`config.mk`:
```
export PLATFORM = sky130hd
export DESIGN_NAME = fp_add_sequencer
export DESIGN_NICKNAME = d
export VERILOG_FILES = /design/src/rtl/fp_add_sequencer.sv
export SDC_FILE = /design/constraint.sdc
export NUM_CORES = 1
export LEC_CHECK = 0
export BUFFER_PORTS_ARGS = -buffer_cell sky130_fd_sc_hd__buf_2
export CORE_UTILIZATION = 45
export CTS_CLUSTER_DIAMETER = 50
export DETAILED_ROUTE_END_ITERATION = 10
export GPL_TIMING_DRIVEN = 0
export PLACE_DENSITY_LB_ADDON = 0.08
export SLEW_MARGIN = 20
export SYNTH_ARGS = -nofsm -noshare
export SYNTH_HDL_FRONTEND = slang
export SYNTH_SLANG_ARGS = --single-unit
```
`constraint.sdc`:
```
create_clock -name clk -period 10.1 [get_ports clk]
set_input_delay 1.01 -clock clk [delete_from_list [all_inputs] [get_ports clk]]
set_output_delay 1.01 -clock clk [all_outputs]
set_load 0.005 [all_outputs]
```
`src/rtl/fp_add_sequencer.sv`:
```
// Multi-cycle IEEE-754 single-precision adder: IDLE/ALIGN/ADD/NORM/ROUND/DONE over one shared datapath.
// FP_ROUND_RNE_EN selects round-to-nearest-even; when it is undefined, ROUND truncates.

// 24-bit leading-one priority encoder: returns the leading-zero count (0..23) of a non-zero input.
module fp_lzc24 (
  input  logic [23:0] din,
  output logic [4:0]  lzc
);
  always_comb begin
    lzc = 5'd0;
    for (int i = 0; i < 24; i++)
      if (din[i]) lzc = 5'(23 - i);
  end
endmodule

module fp_add_sequencer #(
  parameter int W = 32
) (
  input  logic         clk,
  input  logic         rst,
  input  logic         in_valid,
  output logic         in_ready,
  input  logic [W-1:0] a,
  input  logic [W-1:0] b,
  output logic         out_valid,
  input  logic         out_ready,
  output logic [W-1:0] result,
  output logic         busy
);
  typedef enum logic [2:0] {IDLE, ALIGN, ADD, NORM, ROUND, DONE} state_t;

`ifdef FP_ROUND_RNE_EN
  localparam bit RNE_EN = 1'b1;
`else
  localparam bit RNE_EN = 1'b0;
`endif

  localparam logic [31:0] QNAN = 32'h7FC0_0000;

  state_t             state;
  logic [31:0]        a_r, b_r;
  logic               spec_v;
  logic [31:0]        spec_res;
  logic               sgn_r, sub_r, zero_r;
  logic signed [9:0]  e_r;
  logic [26:0]        op1_r, op2_r;   // {sig24, G, R, S}
  logic [27:0]        sum_r;          // {carry, sig24, G, R, S}
  logic [23:0]        sig_r;
  logic [2:0]         grs_r;

  assign in_ready = (state == IDLE) && !rst;
  assign busy     = (state != IDLE);

  // ---------------- ALIGN: unpack, specials, swap, shift ----------------
  logic [7:0]  ea, eb, e1, e2, diff;
  logic [22:0] ma, mb;
  logic [30:0] ka, kb;
  logic [23:0] sig_a, sig_b, sig1, sig2;
  logic        s1, s2, swap, a_nan, b_nan, a_inf, b_inf;
  logic [49:0] sh;
  logic [26:0] al2;
  logic        al_spec;
  logic [31:0] al_spec_res;

  always_comb begin
    ea = a_r[30:23];  ma = a_r[22:0];
    eb = b_r[30:23];  mb = b_r[22:0];
    a_nan = (ea == 8'hFF) && (ma != 23'd0);
    b_nan = (eb == 8'hFF) && (mb != 23'd0);
    a_inf = (ea == 8'hFF) && (ma == 23'd0);
    b_inf = (eb == 8'hFF) && (mb == 23'd0);
    // exponent-0 inputs are flushed to zero, so they also rank as zero
    ka    = (ea == 8'd0) ? 31'd0 : a_r[30:0];
    kb    = (eb == 8'd0) ? 31'd0 : b_r[30:0];
    sig_a = (ea == 8'd0) ? 24'd0 : {1'b1, ma};
    sig_b = (eb == 8'd0) ? 24'd0 : {1'b1, mb};
    swap  = (kb > ka);
    s1    = swap ? b_r[31] : a_r[31];
    s2    = swap ? a_r[31] : b_r[31];
    e1    = swap ? eb : ea;
    e2    = swap ? ea : eb;
    sig1  = swap ? sig_b : sig_a;
    sig2  = swap ? sig_a : sig_b;
    diff  = e1 - e2;
    sh    = {sig2, 26'd0} >> diff;
    if (diff >= 8'd26) al2 = {26'd0, |sig2};
    else               al2 = {sh[49:24], |sh[23:0]};

    al_spec     = 1'b0;
    al_spec_res = QNAN;
    if (a_nan || b_nan || (a_inf && b_inf && (a_r[31] != b_r[31]))) begin
      al_spec = 1'b1;
    end else if (a_inf) begin
      al_spec = 1'b1;  al_spec_res = a_r;
    end else if (b_inf) begin
      al_spec = 1'b1;  al_spec_res = b_r;
    end
  end

  // ---------------- NORM ----------------
  logic [4:0]        enc_z, z;
  logic [26:0]       shl;
  logic [23:0]       n_sig;
  logic [2:0]        n_grs;
  logic signed [9:0] n_e;
  logic              n_zero;

  fp_lzc24 u_lzc (.din(sum_r[26:3]), .lzc(enc_z));

  always_comb begin
    n_sig  = sum_r[26:3];
    n_grs  = sum_r[2:0];
    n_e    = e_r;
    n_zero = 1'b0;
    z      = enc_z;
    shl    = sum_r[26:0];
    if (sum_r[27]) begin
      n_sig = sum_r[27:4];
      n_grs = {sum_r[3], sum_r[2], |sum_r[1:0]};
      n_e   = e_r + 10'sd1;
    end else if (sum_r[26:0] == 27'd0) begin
      n_zero = 1'b1;
    end else begin
      // a cancellation can leave only the guard bit set; that needs a full 24-bit shift
      if (sum_r[26:3] == 24'd0) z = 5'd24;
      shl   = sum_r[26:0] << z;
      n_sig = shl[26:3];
      n_grs = shl[2:0];
      n_e   = e_r - signed'({5'd0, z});
    end
  end

  // ---------------- ROUND + pack ----------------
  logic              inc;
  logic [24:0]       rs;
  logic [23:0]       f_sig;
  logic signed [9:0] f_e;
  logic [31:0]       packed_res;

  always_comb begin
    inc = RNE_EN & grs_r[2] & (grs_r[1] | grs_r[0] | sig_r[0]);
    rs  = {1'b0, sig_r} + {24'd0, inc};
    if (rs[24]) begin
      f_sig = rs[24:1];
      f_e   = e_r + 10'sd1;
    end else begin
      f_sig = rs[23:0];
      f_e   = e_r;
    end
    if (spec_v)               packed_res = spec_res;
    else if (zero_r)          packed_res = 32'd0;
    else if (f_e >= 10'sd255) packed_res = {sgn_r, 8'hFF, 23'd0};
    else if (f_e <= 10'sd0)   packed_res = {sgn_r, 31'd0};
    else                      packed_res = {sgn_r, f_e[7:0], f_sig[22:0]};
  end

  // ---------------- sequencer ----------------
  always_ff @(posedge clk) begin
    if (rst) begin
      state     <= IDLE;
      out_valid <= 1'b0;
      result    <= 32'd0;
      a_r       <= 32'd0;
      b_r       <= 32'd0;
      spec_v    <= 1'b0;
      spec_res  <= 32'd0;
      sgn_r     <= 1'b0;
      sub_r     <= 1'b0;
      zero_r    <= 1'b0;
      e_r       <= 10'sd0;
      op1_r     <= 27'd0;
      op2_r     <= 27'd0;
      sum_r     <= 28'd0;
      sig_r     <= 24'd0;
      grs_r     <= 3'd0;
    end else begin
      case (state)
        IDLE: if (in_valid) begin
          a_r   <= a;
          b_r   <= b;
          state <= ALIGN;
        end
        ALIGN: begin
          spec_v   <= al_spec;
          spec_res <= al_spec_res;
          sgn_r    <= s1;
          sub_r    <= s1 ^ s2;
          e_r      <= signed'({2'b00, e1});
          op1_r    <= {sig1, 3'b000};
          op2_r    <= al2;
          state    <= ADD;
        end
        ADD: begin
          sum_r <= sub_r ? ({1'b0, op1_r} - {1'b0, op2_r})
                         : ({1'b0, op1_r} + {1'b0, op2_r});
          state <= NORM;
        end
        NORM: begin
          sig_r  <= n_sig;
          grs_r  <= n_grs;
          e_r    <= n_e;
          zero_r <= n_zero;
          state  <= ROUND;
        end
        ROUND: begin
          result    <= packed_res;
          out_valid <= 1'b1;
          state     <= DONE;
        end
        DONE: if (out_ready) begin
          out_valid <= 1'b0;
          state     <= IDLE;
        end
        default: state <= IDLE;
      endcase
    end
  end
endmodule

```
# After elaboration in Yosys (flattened, before gate mapping)
# Cells that the tools add are included.
dict set report word_totals {
  memories 0
  mem_bits_ro 0
  latch_bits 0
  ram_bits 0
  out_inout_bits 35
  word_cells 127
  regBits 248
}
dict set report op_classes {
  order_cmp 4
  add_sub_neg 5
  mux 61
  n_bitwise 1
  n_reduce_logical 28
  multipliers 0
  div_mod_pow 0
  eq_ne 11
  shift 2
}
# op n
set ops {}
lappend ops {{$mux W32} 5}
lappend ops {{$mux W5} 27}
lappend ops {{$mux W31} 4}
lappend ops {{$mux W24} 4}
lappend ops {{$shr A50 B8 Y50} 1}
lappend ops {{$reduce_or A24 Y1} 2}
lappend ops {{$logic_not A23 Y1} 2}
lappend ops {{$mux W23} 2}
lappend ops {{$reduce_bool A23 Y1} 2}
lappend ops {{$gt A31 B31 Y1} 1}
lappend ops {{$add A27 B27 Y28} 1}
lappend ops {{$mux W28} 1}
lappend ops {{$sub A27 B27 Y28} 1}
lappend ops {{$logic_not A27 Y1} 1}
lappend ops {{$mux W27} 1}
lappend ops {{$shl A27 B5 Y26} 1}
lappend ops {{$logic_not A24 Y1} 1}
lappend ops {{$mux W10} 2}
lappend ops {{$pmux W10 S2} 1}
lappend ops {{$pmux W3 S6} 1}
lappend ops {{$eq A8 B8 Y1 const B} 2}
lappend ops {{$logic_not A8 Y1} 2}
lappend ops {{$mux W8} 2}
lappend ops {{$add A10 B2 Y10 const B} 1}
lappend ops {{other kinds (22)} 44}

# Longest topological paths before layout
dict set report logic_depth {
  ltp_word 31
  mapped_depth 35
  ltp_nobuf 27
}

# Cells and area by module
# Synthesis repeated with hierarchy kept, for this count alone.
dict set report unflattened {
  cells_unflattened 2482
  hier_area_um2 17798.3
}
# mod cells_each seq_area_each_um2 area_each_um2 n_inst
set modules_own_cells {}
lappend modules_own_cells {fp_add_sequencer 2434 4964.8 17528.1 1}
lappend modules_own_cells {fp_lzc24 48 0.0 270.3 1}

# Worst setup path after synthesis
# Ideal clock, no wire load.
dict set report synth_path {
  path_type {reg-to-reg}
  from {register a_r[24]}
  to {register op2_r[0]}
  path_buffers 10
  setup_time_ps 130
  arrival_time_ps 6827
  synth_period_minus_slack_ps 6957
  required_ps 9970
  slack_ps 3143
  stages_incl_launch_ff 31
  path_cell_list {dfxtp_1 > clkbuf_1 > inv_1 > nand4_1 > buf_2 > buf_1 > clkbuf_1 > nand2_1 > ha_1 > and3_1 > nand4_1 > o21bai_1 > a311o_2 > nand2_2 > buf_2 > clkbuf_1 > buf_1 > nor2_1 > a21oi_1 > ha_1 > clkbuf_1 > inv_1 > clkbuf_1 > buf_1 > mux4_2 > a221oi_1 > nand4_1 > o22ai_1 > a31oi_1 > and4b_1 > nor3_2}
}
dict set report synth_via {
  elab_chain_len 8
  elab_cells_between_ends 13
}
# item line
set synth_lines {}
lappend synth_lines {{from (decl)} 41} ;# logic [31:0] a_r, b_r;
lappend synth_lines {{from (signal assigned)} 163} ;# a_r <= 32'd0;
lappend synth_lines {{from (signal assigned)} 179} ;# a_r <= a;
lappend synth_lines {{$logic_not A8 Y1} {73, 75}}
lappend synth_lines {{$mux W31} 73} ;# ka = (ea == 8'd0) ? 31'd0 : a_r[30:0];
lappend synth_lines {{$gt A31 B31 Y1} 77} ;# swap = (kb > ka);
lappend synth_lines {{$mux W8, on equally long branches} {80, 81}}
lappend synth_lines {{$sub A8 B8 Y8} 84} ;# diff = e1 - e2;
lappend synth_lines {{$shr A50 B8 Y50} 85} ;# sh = {sig2, 26'd0} >> diff;
lappend synth_lines {{$reduce_or A24 Y1} 87} ;# else al2 = {sh[49:24], |sh[23:0]};
lappend synth_lines {{$mux W27 (*)} 86} ;# if (diff >= 8'd26) al2 = {26'd0, |sig2};
lappend synth_lines {{to (signal assigned)} 190} ;# op2_r <= al2;
lappend synth_lines {{to (decl)} 46} ;# logic [26:0] op1_r, op2_r;
# Every way passes the cells marked *; elsewhere a longest branch is shown, timed or not.
# A chain may end at the register's enable or synchronous reset.

# Worst setup path in the final report
# Same ends and word-level chain as after synthesis.

==> metrics.md <==
| Metric | Value |
|---|---|
| Critical Setup Path Class | `reg2reg` |
| Most instantiated flip-flop cell in the synthesis netlist | `dfxtp_1` |
| Flip-flop and latch count after synthesis | `248` |
| Cells after Synth | `2365` |
| Worst vdd rail ir drop | `132 µV` |
| Pin count of the biggest net entering global routing | `14` |
| Worst path slowest cell | `buf_1` |
| Distinct cell type count of the synthesized netlist | `92` |
| Most common cell after layout, fill and taps aside | `nand2_1` |
| Kind of launch point of the worst setup path | `register` |
| Actual slew at the worst max-slew pin | `1.04 ns` |
| Fraction of synthesized cell area taken by the top area cell type | `0.284` |
| Max Buffers Root-to-Sink | `3` |
| Hold Violations, Final | `0` |
| Synth Area in Adders | `0.0692` |
| Max-Cap Viols | `0` |
| Number of antenna repair diodes | `0` |
| Tmin final | `9.48 ns` |
| P_leak | `7.96 nW` |
| Final Max Slew Viols | `0` |
| Final routed wire length divided by cell count | `22.0 µm` |
| Starting Density | `0.461` |
| Required time of the critical path | `10.52 ns` |
| Number of setup buffers added after CTS | `0` |
| Half-perimeter wire length after detailed placement | `53000 µm` |
| Number of warnings issued by yosys | `0` |
| Overall Global Routing Usage | `0.337` |
| Fill cell count | `3877` |
| Main combinational cell family by area after synthesis | `compound AO/OA/AOI/OAI gates` |
| Die Ht | `199 µm` |
| Worst path max stage delay | `0.56 ns` |
| Syn avg cell area | `7.40 µm²` |
| First-pass GRT wire length | `102000 µm` |
| Worst hold path type | `reg2reg` |
| Post-CTS resize count | `0` |
| Max frequency | `105 MHz` |
| CORE AREA | `0.0379 mm²` |
| Drt drc | `0` |
| Via count of the first global-routing pass | `17500` |
| Power per Cell Area | `252 mW/mm²` |
| Hold-fix buffers, CTS | `0` |
| Layout cell share with drive strength beyond 1 | `0.0993` |
| Final routed wirelength across all metal layers | `66800 µm` |
| Pre-CTS WS | `0.858 ns` |
| Crit-path leading delay family | `buffers and inverters` |
| Compound-Gate Fraction of Synth Area | `0.247` |
| Std-Cell Rows | `71` |
| Largest area contributor in the synthesized netlist | `dfxtp_1` |
| Number of buffers created by CTS | `34` |
| Number of nets with antenna violations after routing | `0` |
| CTS tree | `built` |
| Xor/xnor share of the synthesized area | `0.0189` |
| Routability Congestion | `1.01` |
| CTS root buffer | `clkbuf_16` |
| Max-slew headroom at the worst pin | `0.301` |
| Largest driver fanout on the critical path | `10` |
| Area delta synth->final | `13.2%` |
| Result of the run | `complete, no violations` |
| Antenna violations before repair | `0` |
| Most frequent cells in the layout | `nand2_1, nor2_1, dfxtp_1, a21oi_1, clkbuf_1` |
| Clk Latency, worst-skew pair | `0.57 ns` |
| Worst path most repeated cell | `clkbuf_1` |
| Net Count, Synth | `2527` |
| # IOs | `103` |
| Layout Nets | `2665` |
| Ys async rst share | `0` |
| Fraction of synthesized area in multiplexers | `0.0874` |
| Register area share after synthesis | `0.284` |
| Arrival time reported for the critical path endpoint | `9.90 ns` |
| Die W | `199 µm` |
| Share of the clock period used by the worst path after layout | `0.939` |
| Endpoint kind of the worst setup timing path | `register` |
| Worst-path clk slew | `0.06 ns` |
| Average vias per placed instance | `6.04` |
| Synth area leaders | `dfxtp_1, nand2_1, a21oi_1` |
| # port buffers | `102` |
| Maximum clock skew at final layout | `0.0416 ns` |
| Die area | `0.0397 mm²` |
| Pre-antenna DRT Iters | `8` |
| Number of buffers and inverters on the critical path | `12` |
| Number of enable flip-flop cells after synthesis | `0` |
| Final global-route overflow total | `0` |
| Violation count after the first detailed-route iteration | `1478` |
| Number of clock sinks | `248` |
| H-Tree Level Count | `2` |
| Final setup violation count | `0` |
| Final worst-path setup slack | `0.620 ns` |
| Post-synthesis simple-gate area fraction | `0.232` |
| RSZ-0062 raised after global routing | `false` |
| Mapped cell area | `0.0175 mm²` |
| Final-layout setup total negative slack | `0 ns` |
| Count of vias placed by the detailed router | `18300` |
worst paths after layout:
path | from | endpoint | slack, ns | depth (start not counted)
setup / recovery | a_r[24]$_SDFFE_PP0P_ | op2_r[0]$_SDFFE_PP0P_ | 0.62 | 31
hold / removal | spec_res[26]$_SDFFE_PP0P_ | spec_res[26]$_SDFFE_PP0P_ | 0.48 | 2
setup reg to reg | a_r[24]$_SDFFE_PP0P_ | op2_r[0]$_SDFFE_PP0P_ | 0.62 | 31
hold reg to reg | spec_res[26]$_SDFFE_PP0P_ | spec_res[26]$_SDFFE_PP0P_ | 0.48 | 2
cell type report:
| type | instances | area [µm²] | share of cell area |
|---|---|---|---|
| plain buffers | 182 | 722 | 0.0364 |
| inverters | 94 | 353 | 0.0178 |
| well taps | 511 | 639 | 0.0323 |
| repair buffers | 102 | 510 | 0.0258 |
| clock buffers | 42 | 901 | 0.0455 |
| flip-flops and latches | 248 | 4960 | 0.251 |
| clock inverters | 18 | 267 | 0.0134 |
| multi-input cells | 1841 | 11500 | 0.578 |
tightest hold or removal path, cell delays in order (launching register included):
cell     delay [ns]
dfxtp_1        0.33
nor2_1         0.05
nor2_1         0.07
cells by family after synthesis:
family / count (synthesis)
AND/OR/NAND/NOR: 898
AO/OA/AOI/OAI: 673
buffers and inverters: 276
flip-flops: 248
multiplexers: 137
adder cells (fa/ha/maj): 96
XOR/XNOR: 37
sequential cells by signal, indices dropped and copies added, names as in the netlist:
signal / cells
a_r: 32
op2_r: 27
b_r: 32
sub_r: 1
sgn_r: 1
e_r: 10
zero_r: 1
out_valid: 1
sig_r: 23
spec_v: 1
sum_r: 28
spec_res: 32
result: 32
state: 3
op1_r: 24
cell usage after synthesis, types with 7 or more instances:
cell type    n
a21o_1      14
nor3_1      48
dfxtp_1    248
or2_2        9
o211ai_1     9
a311oi_1    17
nand2b_1    13
nand2_1    314
a221oi_1    11
o21ai_0    113
mux2i_1     92
clkbuf_1   146
mux4_2       9
a21oi_1    234
o21a_1       9
nand3_1     54
buf_2       16
buf_1       17
or4_1        7
nor2_1     292
ha_1        92
a21boi_0     9
nand4_1     18
a32oi_1      8
a211oi_1    88
xnor2_1     24
o31ai_1     13
a22oi_1     44
inv_1       92
nor2b_1     15
a31oi_1     14
and2_1      26
xor2_1      12
nor4_1      23
mux2_2      35
and3_1      35
o21bai_1    15
or3_1       15
routing by layer:
metal / vias up / GRT usage / part of all wire
li1: 8748 / - / -
met1: 8706 / 0.408 / 0.42
met2: 695 / 0.583 / 0.48
met3: 192 / 0.0537 / 0.058
met4: 0 / 0.153 / 0.047
met5: - / 0 / 0
power by group:
part | total, mW | internal [mW] | switching (mW)
clock network | 1.24 | 0.750 | 0.489
registers | 1.16 | 1.06 | 0.101
logic | 2.59 | 0.897 | 1.69
metrics by stage:
stage	cells	power [mW]	hold WS, ns	area (µm²)	util
floorplan	2365	2.94	0.432	17500	-
detailed placement	2978	3.69	0.464	18600	0.492
finish	3038	4.99	0.476	19800	0.522
global route	3038	5.25	0.490	19800	0.522
global placement	2978	3.69	0.455	18600	0.492
CTS	3038	4.94	0.476	19800	0.522
Power figures use the tool's default switching activity.
